===== src/rtl/switch_debouncer.sv =====
// Debounces a raw push-button into a clean level, one-cycle press/release pulses and a press toggle.
// Latency: a raw change sampled at edge E updates the outputs at edge E+1+DEBOUNCE_CYCLES; no backpressure.
module switch_debouncer #(
  parameter int ACTIVE_LOW      = 1,
  parameter int DEBOUNCE_CYCLES = 500000,
  parameter int CNT_W           = 20
) (
  input  logic dbc_clock50_i,
  input  logic dbc_rstn_i,
  input  logic dbc_button_i,
  output logic dbc_level_o,
  output logic dbc_pressPulse_o,
  output logic dbc_releasePulse_o,
  output logic dbc_toggle_o
);

  localparam logic             LP_RELEASED = (ACTIVE_LOW != 0) ? 1'b1 : 1'b0;
  localparam logic [CNT_W-1:0] LP_CNT_MAX  = CNT_W'(DEBOUNCE_CYCLES - 1);
  localparam logic [CNT_W-1:0] LP_CNT_ONE  = CNT_W'(1);

  generate
    if (DEBOUNCE_CYCLES < 2) begin : g_bad_cycles
      $error("switch_debouncer: DEBOUNCE_CYCLES must be at least 2");
    end
    if ((CNT_W < 63) && ((64'd1 << CNT_W) <= 64'(DEBOUNCE_CYCLES - 1))) begin : g_bad_cnt_w
      $error("switch_debouncer: CNT_W too narrow for DEBOUNCE_CYCLES-1");
    end
  endgenerate

  typedef enum logic [1:0] {
    S_IDLE,
    S_PRESS_WAIT,
    S_HELD,
    S_RELEASE_WAIT
  } state_t;

  state_t           r_state;
  logic [CNT_W-1:0] r_cnt;
  logic             r_sync1;
  logic             r_sync2;
  logic             r_level;
  logic             r_press;
  logic             r_release;
  logic             r_toggle;
  logic             w_pressed;

  // Synchronizer flops start at the idle pin level so reset release never looks like a press edge.
  always_ff @(posedge dbc_clock50_i or negedge dbc_rstn_i) begin
    if (!dbc_rstn_i) begin
      r_sync1 <= LP_RELEASED;
      r_sync2 <= LP_RELEASED;
    end else begin
      r_sync1 <= dbc_button_i;
      r_sync2 <= r_sync1;
    end
  end

  assign w_pressed = r_sync2 ^ LP_RELEASED;

  always_ff @(posedge dbc_clock50_i or negedge dbc_rstn_i) begin
    if (!dbc_rstn_i) begin
      r_state   <= S_IDLE;
      r_cnt     <= '0;
      r_level   <= 1'b0;
      r_press   <= 1'b0;
      r_release <= 1'b0;
      r_toggle  <= 1'b0;
    end else begin
      r_press   <= 1'b0;
      r_release <= 1'b0;
      case (r_state)
        S_IDLE: begin
          if (w_pressed) begin
            r_state <= S_PRESS_WAIT;
            r_cnt   <= LP_CNT_ONE;
          end else begin
            r_cnt   <= '0;
          end
        end
        S_PRESS_WAIT: begin
          if (!w_pressed) begin
            r_state <= S_IDLE;
            r_cnt   <= '0;
          end else if (r_cnt == LP_CNT_MAX) begin
            r_state  <= S_HELD;
            r_cnt    <= '0;
            r_level  <= 1'b1;
            r_press  <= 1'b1;
            r_toggle <= ~r_toggle;
          end else begin
            r_cnt <= r_cnt + LP_CNT_ONE;
          end
        end
        S_HELD: begin
          if (!w_pressed) begin
            r_state <= S_RELEASE_WAIT;
            r_cnt   <= LP_CNT_ONE;
          end
        end
        S_RELEASE_WAIT: begin
          // A single pressed sample sends us back to HELD and the release count starts over.
          if (w_pressed) begin
            r_state <= S_HELD;
            r_cnt   <= '0;
          end else if (r_cnt == LP_CNT_MAX) begin
            r_state   <= S_IDLE;
            r_cnt     <= '0;
            r_level   <= 1'b0;
            r_release <= 1'b1;
          end else begin
            r_cnt <= r_cnt + LP_CNT_ONE;
          end
        end
        default: begin
          r_state <= S_IDLE;
          r_cnt   <= '0;
        end
      endcase
    end
  end

  assign dbc_level_o        = r_level;
  assign dbc_pressPulse_o   = r_press;
  assign dbc_releasePulse_o = r_release;
  assign dbc_toggle_o       = r_toggle;

endmodule


===== config.mk =====
export PLATFORM = sky130hd
export DESIGN_NAME = switch_debouncer
export DESIGN_NICKNAME = d
export VERILOG_FILES = /design/src/rtl/switch_debouncer.sv
export SDC_FILE = /design/constraint.sdc
export NUM_CORES = 1
export LEC_CHECK = 0
export CORE_MARGIN = 3
export CORE_UTILIZATION = 40
export CTS_CLUSTER_SIZE = 16
export DETAILED_ROUTE_END_ITERATION = 6
export GPL_TIMING_DRIVEN = 1
export PLACE_DENSITY = 0.66
export SLEW_MARGIN = 20
export SYNTH_ARGS = -nofsm -noshare
export SYNTH_HDL_FRONTEND = slang
export SYNTH_SLANG_ARGS = --single-unit
export TNS_END_PERCENT = 1

===== constraint.sdc =====
create_clock -name dbc_clock50_i -period 2.6 [get_ports dbc_clock50_i]
set_clock_uncertainty 0.1 [all_clocks]
set_input_delay 0.39 -clock dbc_clock50_i [delete_from_list [all_inputs] [get_ports dbc_clock50_i]]
set_output_delay 0.39 -clock dbc_clock50_i [all_outputs]
set_load 0.03 [all_outputs]

# --- After elaboration in Yosys (flattened, before gate mapping) ---
# Cells that the tools add are included.
word_totals:
  ff_bits: 28
  in_bits: 3
  output_inout_bits: 4
  elab_cells: 51
classes:
  add_sub_neg: 1
  eq_ne: 12
  n_mux: 23
  n_bitwise: 2
  n_reduce_logical: 5
op_table:
  columns: ["operator", "count"]
  rows:
  - ["2-to-1 mux 20 bit", 4]
  - ["case mux 20 bit (4 select lines)", 1]
  - ["adder 20 x 1 -> 20 bit, second input constant", 1]
  - ["== test 20 x 19 -> 1 bit, second input constant", 1]
  - ["2-to-1 mux 2 bit", 6]
  - ["inequality test 2 bit, second input constant", 6]
  - ["2-to-1 mux 1 bit", 10]
  - ["case mux 2 bit (4 select lines)", 1]
  - ["inequality test 3 bit, second input constant", 2]
  - ["AND reduction 5 bit", 1]
  - ["== test 2 bit, second input constant", 2]
  - ["AND reduction 4 bit", 1]
  - ["AND reduction 3 bit", 1]
  - ["== test 2 x 1 -> 1 bit, second input constant", 1]
  - ["logical NOT 2 bit", 1]
  - ["NOT 1 bit", 2]
  - ["case mux 1 bit (2 select lines)", 1]
  - ["nonzero test 2 bit", 1]

# --- Logic depth before layout (Yosys ltp) ---
# Gate-level depths: netlist of the first run.
logic_depth:
  ltp_word: 4
  ltp_mapped: 7
  ltp_nobuf: 6

# --- Worst setup path after synthesis of the first run ---
# Ideal clock, no wire load.
synth_path:
  kind: "reg-to-reg"
  from: "register r_cnt[0]"
  to: "register r_cnt[12]"
  setup_ns: 0.082
  t_arrival_ns: 1.685
  required_ns: 2.418
  slack_ns: 0.733
  stages_incl_launch_ff: 8
  n_path_buf: 1
  synth_period_minus_slack_ns: 1.867
  path_cell_list: "dfrtp_1 ha_1 and4_1 and4_4 a21oi_4 buf_6 o31ai_1 a31oi_1"
synth_via:
  elab_chain_cells: 4
  word_cells_on_any_way: 6
  cone_classes: "add/sub: 1; eq/ne: 1; mux: 4"
synth_lines:
  columns: ["element", "line_no", "rtl"]
  rows:
  - ["from (decl)", "38", "logic [CNT_W-1:0] r_cnt;"]
  - ["from (signal assigned)", "91", "r_cnt <= r_cnt + LP_CNT_ONE;"]
  - ["from (signal assigned)", "111", "r_cnt <= r_cnt + LP_CNT_ONE;"]
  - ["adder 20 x 1 -> 20 bit or == test 20 x 19 -> 1 bit (tied branches)", null, null]
  - ["2-to-1 mux 20 bit *", "84, 105", null]
  - ["2-to-1 mux 20 bit (on tied branches)", "102, 81", null]
  - ["case mux 20 bit (4 select lines) *", "71", "case (r_state)"]
# Mark *: on every way between the ends. The rest lies on a longest branch, timed or not.
# A chain may end at the register's enable or synchronous reset.

# --- Worst setup path in the final report of the first run ---
layout_path:
  from: "register r_cnt[0]"
  to: "register r_cnt[3]"
# Same word-level chain as after synthesis.

==> qor.txt, run 1 <==
Actual slew at the worst max-slew pin: 0.432 ns
Critical Path Source Type: register
Post-Synth Adder-Cell Area: 0.842%
Root Buffer: clkbuf_8
Max incr delay on CP: 0.44 ns
Htree depth: 1
Final core utilization: 47.0%
Worst vdd ir: 0.258 mV
Tcrit/Tclk final: 81.3%
Share of cells above drive strength 1: 13.8%
MaxCap Viol Count: 0
Nets: 157
Top_reg_cell synth: dfrtp_1
First-pass GRT wire length: 4890 um
Slew margin rel.: 71.1%
Hold buffers post-CTS: 0
Setup ws final: 0.485 ns
Yosys cell types: 45
Clock buffer depth: 2
Routed vias: 1,133
Worst-path cell chain: ha_1 -> and4_1 -> and4_4 -> a21oi_4 -> buf_4 -> a41oi_1 -> a31oi_1
Die width: 67.0 um
# clock sinks: 28
EDFF count, synth: 0
Initial antenna violation count: 0
Syn_nets: 150
Largest net degree at the start of global routing: 29
Max Freq: 473 MHz
First DRT Iteration DRCs: 72
Initial Utilization: 42.9%
Per-cell routed wire length: 14.3 um
Skew-Pair Late Insertion Delay: 0.28 ns
RSZ-0062 raised after global routing: false
Die ar.: 4480 sq um
Minimum clock period: 2.11 ns
CP required: 2.69 ns
Filler cell count: 330
Cts repair resizes: 0
Ys async rst share: 100%
Setup TNS: 0 ns
Antenna diodes: 0
GRT Total Usage: 14.3%
Slew Viols, Final: 0
Status: completed
Dpl cells: 194
Slowest stage cell, crit path: dfrtp_1
Post-layout instance count excluding filler cells: 198
Place WS: 0.532 ns
Synth Warn #: 0
Number of buffers created by CTS: 3
Synth-to-layout area growth: 9.60%
PortBufs: 6
Crit path DAT: 2.21 ns
CP max FO: 28
WHS: 0.261 ns
FP Rows: 21
Gr ovfl total: 0
Worst setup EP type: register
Setup Fix Bufs, Post-CTS: 0
Mapped Area: 1490 sq um
Vias in the first global route: 1,081
Avg Cell Area, Syn: 10.2 sq um
Dpl hpwl: 1990 um
CP delay by family, top: simple AND/OR/NAND/NOR gates
Largest family of logic cells by synthesized area: simple AND/OR/NAND/NOR gates
Syn Inst Count: 146
Post-Synth XOR/XNOR Area: 3.54%
Core Box Area: 3470 sq um
Register bit total from synthesis: 28
Clock slew at reported path FFs: 0.09 ns
Pwr/cell area: 481 nW/um^2
Setup violators final: 0
Worst hold-check path type: reg2reg
CTS tree: yes
Via-to-Cell Ratio: 5.72
Post-synthesis compound-gate area fraction: 17.1%
Simple-Gate Fraction of Synth Area: 26.0%
Die span in y: 67.0 um
Post-synthesis sequential area ratio: 47.3%
Final hold violations: 0
Final ANT Viol Nets: 0
Post-Route WL: 2830 um
Multiplexer share of the synthesized area: 0.673%
Remaining DRCs: 0
Leakage power: 0.637 nW
Critical path type: reg2reg
RePlAce Congestion: 0.818
Drt pass-1 iters: 5
CP bufs+invs: 1
Io pins: 7
## through the flow
step	total power [mW]	cell area, sq um
6_report	0.783	1630
2_1_floorplan	0.500	1490
5_1_grt	0.818	1630
3_3_place_gp	0.517	1570
3_5_place_dp	0.521	1570
4_1_cts	0.793	1630
## flip-flops by register name, indices dropped and copies added, names as in the netlist, named ones only
signal,count
dbc_pressPulse_o,1
r_sync2,1
r_cnt,20
dbc_toggle_o,1
r_sync1,1
dbc_level_o,1
dbc_releasePulse_o,1
r_state,1
## cell usage after synthesis, drive strengths merged (3+ instances only)
cell type  instances  area [sq um]
and4               3          28.8
nand2             12          45.0
nor3               3          31.3
inv                4          15.0
a31oi             13          81.3
nand4              3          25.0
nor4               3          40.0
nand3             12          72.6
dfrtp             26           651
nor2              13          51.3
and3               4          30.0
xor2               4          35.0
buf                7          52.5
o21ai              5          25.0
a21oi              9          56.3
a41oi              4          35.0
## layout by cell type (no fill, tap or decap), types with 4 or more instances in the layout
master / Yosys / routed
nand3_1: 11 / 11
a31oi_1: 13 / 13
xor2_1: 4 / 4
o21ai_0: 4 / 4
dfrtp_1: 26 / 26
nand2_1: 12 / 12
inv_1: 4 / 4
nor2_1: 12 / 12
a41oi_1: 4 / 4
a21oi_1: 8 / 8
clkdlybuf4s50_1: 0 / 6
clkbuf_8: 0 / 4
## layer usage
metal	vias to the layer above	GRT usage, %	routed length, um
met1	551	19.0	1350
met4	0	6.58	40
met2	28	22.9	1360
li1	550	-	-
met3	4	2.19	80
met5	-	0	0
## layout make-up
class                           count  area, sq um  area share (%)
Clock buffer                        4         55.1            3.38
Inverter                            4         15.0           0.922
Multi-Input combinational cell    107          716            43.9
Sequential cell                    28          703            43.2
Tap cell                           46         57.6            3.53
Timing Repair Buffer                9         82.6            5.07
## final timing paths
| kind | from | to | slack [ns] | cells past startpoint |
|---|---|---|---|---|
| min in group asynchronous | dbc_rstn_i | r_cnt[18]$_DFFE_PN0N_ | 0.38 | 2 |
| max in group asynchronous | dbc_rstn_i | r_sync1$_DFF_PN1_ | 1.71 | 2 |
| max reg2reg | r_cnt[0]$_DFFE_PN0N_ | r_cnt[3]$_DFFE_PN0N_ | 0.49 | 7 |
| min | r_sync1$_DFF_PN1_ | r_sync2$_DFF_PN1_ | 0.26 | 0 |
| max | r_cnt[0]$_DFFE_PN0N_ | r_cnt[3]$_DFFE_PN0N_ | 0.49 | 7 |
| min reg2reg | r_sync1$_DFF_PN1_ | r_sync2$_DFF_PN1_ | 0.26 | 0 |
## power breakdown
group          switching [mW]  total (mW)  internal [mW]
clock                   0.134       0.270          0.136
combinational          0.0281      0.0450         0.0169
sequential             0.0202       0.468          0.448
total                   0.183       0.783          0.601
## kinds of logic (layout without fill, tap and decap cells)
group	after synthesis	count (layout)
and+or+nand+nor	61	61
AOI/OAI and AO/OA	38	38
DFF	28	28
buffers and inverters	11	17
xor gates and xnor gates	6	6
adders and majority gates	1	1
muxes	1	1
(Power assumes the default switching activity.)
==> inputs of run 2 (changes only) <==
clock period = 2.06 ns   (was 2.6 ns; I/O delays follow)
==> run 2 against run 1 <==
  * Clock-buffer cell count unchanged
  * Die area unchanged
  * Fmax up 7.7%
  * Worst setup slack worse by 0.39 ns
  * Wire length up 3.5%
  * Critical path type unchanged
  * Highest routed layer unchanged
==> qor.txt, run 2 (synthesis gave the netlist of run 1 again) <==
Slew Viols, Final: 0 (unchanged)
RePlAce Congestion: 0.816 (-0.21%)
Crit path DAT: 2.00 ns (-0.21 ns)
MaxCap Viol Count: 0 (unchanged)
Leakage power: 0.649 nW (+1.9%)
Hold buffers post-CTS: 0 (unchanged)
Tcrit/Tclk final: 95.3% (+14 points)
Remaining DRCs: 0 (unchanged)
Share of cells above drive strength 1: 15.6% (+1.8 points)
Most Crowded Layer GR: met2
WHS: 0.260 ns (-0.000756 ns)
Minimum clock period: 1.96 ns (-0.152 ns)
Number of buffers created by CTS: 3 (unchanged)
Dpl cells: 196 (+1.0%)
Most common cell after layout, fill and taps aside: dfrtp_1
Per-cell routed wire length: 14.7 um (+2.4%)
Vias in the first global route: 1,083 (+0.19%)
Nets: 159 (+1.3%)
Post-Route WL: 2930 um (+3.5%)
Area of the multi-input gates: 718 sq um (+0.35%)
Initial antenna violation count: 0 (unchanged)
FP Rows: 21 (unchanged)
Final ANT Viol Nets: 0 (unchanged)
Biggest register: r_cnt
Max incr delay on CP: 0.41 ns (-0.03 ns)
Gr ovfl total: 0 (unchanged)
# clock sinks: 28 (unchanged)
Die width: 67.0 um (unchanged)
Largest net degree at the start of global routing: 29 (unchanged)
Root Buffer: clkbuf_8
Final hold violations: 0 (unchanged)
Clock slew at reported path FFs: 0.10 ns (about the same)
Routed vias: 1,122 (-0.97%)
Worst setup EP type: register
CP max FO: 28 (unchanged)
Actual slew at the worst max-slew pin: 0.392 ns (-0.0396 ns)
Critical path type: reg2reg
Setup TNS: 0 ns (unchanged)
Met2 Track Usage GR: 24.1% (+1.2 points)
Synth-to-layout area growth: 11.6%
CTS tree: yes
Pwr/cell area: 598 nW/um^2 (+24%)
GRT Total Usage: 15.0% (+0.62 points)
Slew margin rel.: 73.6% (+2.5 points)
Filler cell count: 346 (+4.8%)
Drt pass-1 iters: 4 (-1)
Io pins: 7 (unchanged)
PortBufs: 6 (unchanged)
Commonest non-fill, non-tap cells in the layout: dfrtp_1, a31oi_1, nand2_1, nor2_1, nand3_1
Initial Utilization: 42.9% (unchanged)
RSZ-0062 raised after global routing: false
Sequential cell area: 703 sq um (unchanged)
Critical Path Source Type: register
Worst-path cell chain: ha_2 -> and4_1 -> and4_4 -> a21oi_4 -> buf_12 -> a41oi_1 -> a31oi_1
Htree depth: 1 (unchanged)
Grt met3 use: 2.19% (unchanged)
Placed Area: 1600 sq um (+1.7%)
Worst hold-check path type: reg2reg
Clock buffer depth: 2 (unchanged)
Max Freq: 510 MHz (+7.7%)
Die ar.: 4480 sq um (unchanged)
Via-to-Cell Ratio: 5.61 (-2.0%)
Post-layout instance count excluding filler cells: 200 (+1.0%)
Core Box Area: 3470 sq um (unchanged)
Slowest stage cell, crit path: dfrtp_1
CP required: 2.10 ns (-0.59 ns)
Skew-Pair Late Insertion Delay: 0.27 ns (about the same)
Grt met1 use: 19.6% (+0.66 points)
First DRT Iteration DRCs: 83 (+15%)
Largest register FFs: 20 (unchanged)
Worst vdd ir: 0.236 mV (-8.7%)
Status: completed
Dpl hpwl: 2090 um (+5.1%)
Setup violators final: 0 (unchanged)
First-pass GRT wire length: 5100 um (+4.4%)
Setup Fix Bufs, Post-CTS: 0 (unchanged)
Fin area: 1660 sq um (+1.8%)
Antenna diodes: 0 (unchanged)
Die span in y: 67.0 um (unchanged)
run 2: path summary, 6_finish.rpt:
| check | endpoint | depth (start not counted) | startpoint | slack, ns |
|---|---|---|---|---|
| hold / removal | r_sync2$_DFF_PN1_ | 0 | r_sync1$_DFF_PN1_ | 0.26 |
| min in group asynchronous | r_cnt[16]$_DFFE_PN0N_ | 2 | dbc_rstn_i | 0.30 |
| setup reg to reg | r_cnt[3]$_DFFE_PN0N_ | 7 | r_cnt[1]$_DFFE_PN0N_ | 0.1 |
| hold reg to reg | r_sync2$_DFF_PN1_ | 0 | r_sync1$_DFF_PN1_ | 0.26 |
| setup / recovery | r_cnt[3]$_DFFE_PN0N_ | 7 | r_cnt[1]$_DFFE_PN0N_ | 0.1 |
| max in group asynchronous | r_sync1$_DFF_PN1_ | 2 | dbc_rstn_i | 1.25 |
run 2: worst max-delay path, delay by kind of cell (launching register included):
kind	cells	cell delay [ns]
AO/OA/AOI/OAI	3	0.37
flip-flops	1	0.41
AND/OR/NAND/NOR	2	0.55
adder cells (fa/ha/maj)	1	0.24
buffers and inverters	1	0.16
run 2: through the flow:
step | worst slack (ns) | power [mW] | utilization [%]
2_1_floorplan | 0.193 | 0.631 | -
3_3_place_gp | 0.203 | 0.657 | 46.2
3_5_place_dp | 0.119 | 0.666 | 46.2
4_1_cts | 0.101 | 1.01 | 47.8
5_1_grt | 0.00698 | 1.05 | 47.8
6_report | 0.0973 | 0.992 | 47.8
run 2: power breakdown:
group          total [mW]  internal [mW]  switching [mW]
clock               0.336          0.171           0.165
sequential          0.592          0.565          0.0265
combinational      0.0639         0.0259          0.0380
run 2: area by class of cell:
type	count	share of cell area, %
clock buffer	4	3.32
inverter	4	0.905
multi-input combinational	107	43.3
sequential	28	42.4
tap	46	3.47
timing repair buffer	11	6.64
run 2: repair_timing:
item | 4_1_cts | 5_1_grt
endpoints found under the hold margin | 0 | 0
gates resized for setup | 0 | 1
endpoints found under the setup margin | 0 | 1
run 2: layer usage:
| layer | part of all wire (%) | up-vias |
|---|---|---|
| li1 | - | 559 |
| met1 | 47 | 547 |
| met2 | 50 | 12 |
| met3 | 2.1 | 4 |
| met4 | 1.3 | 0 |
| met5 | 0 | - |
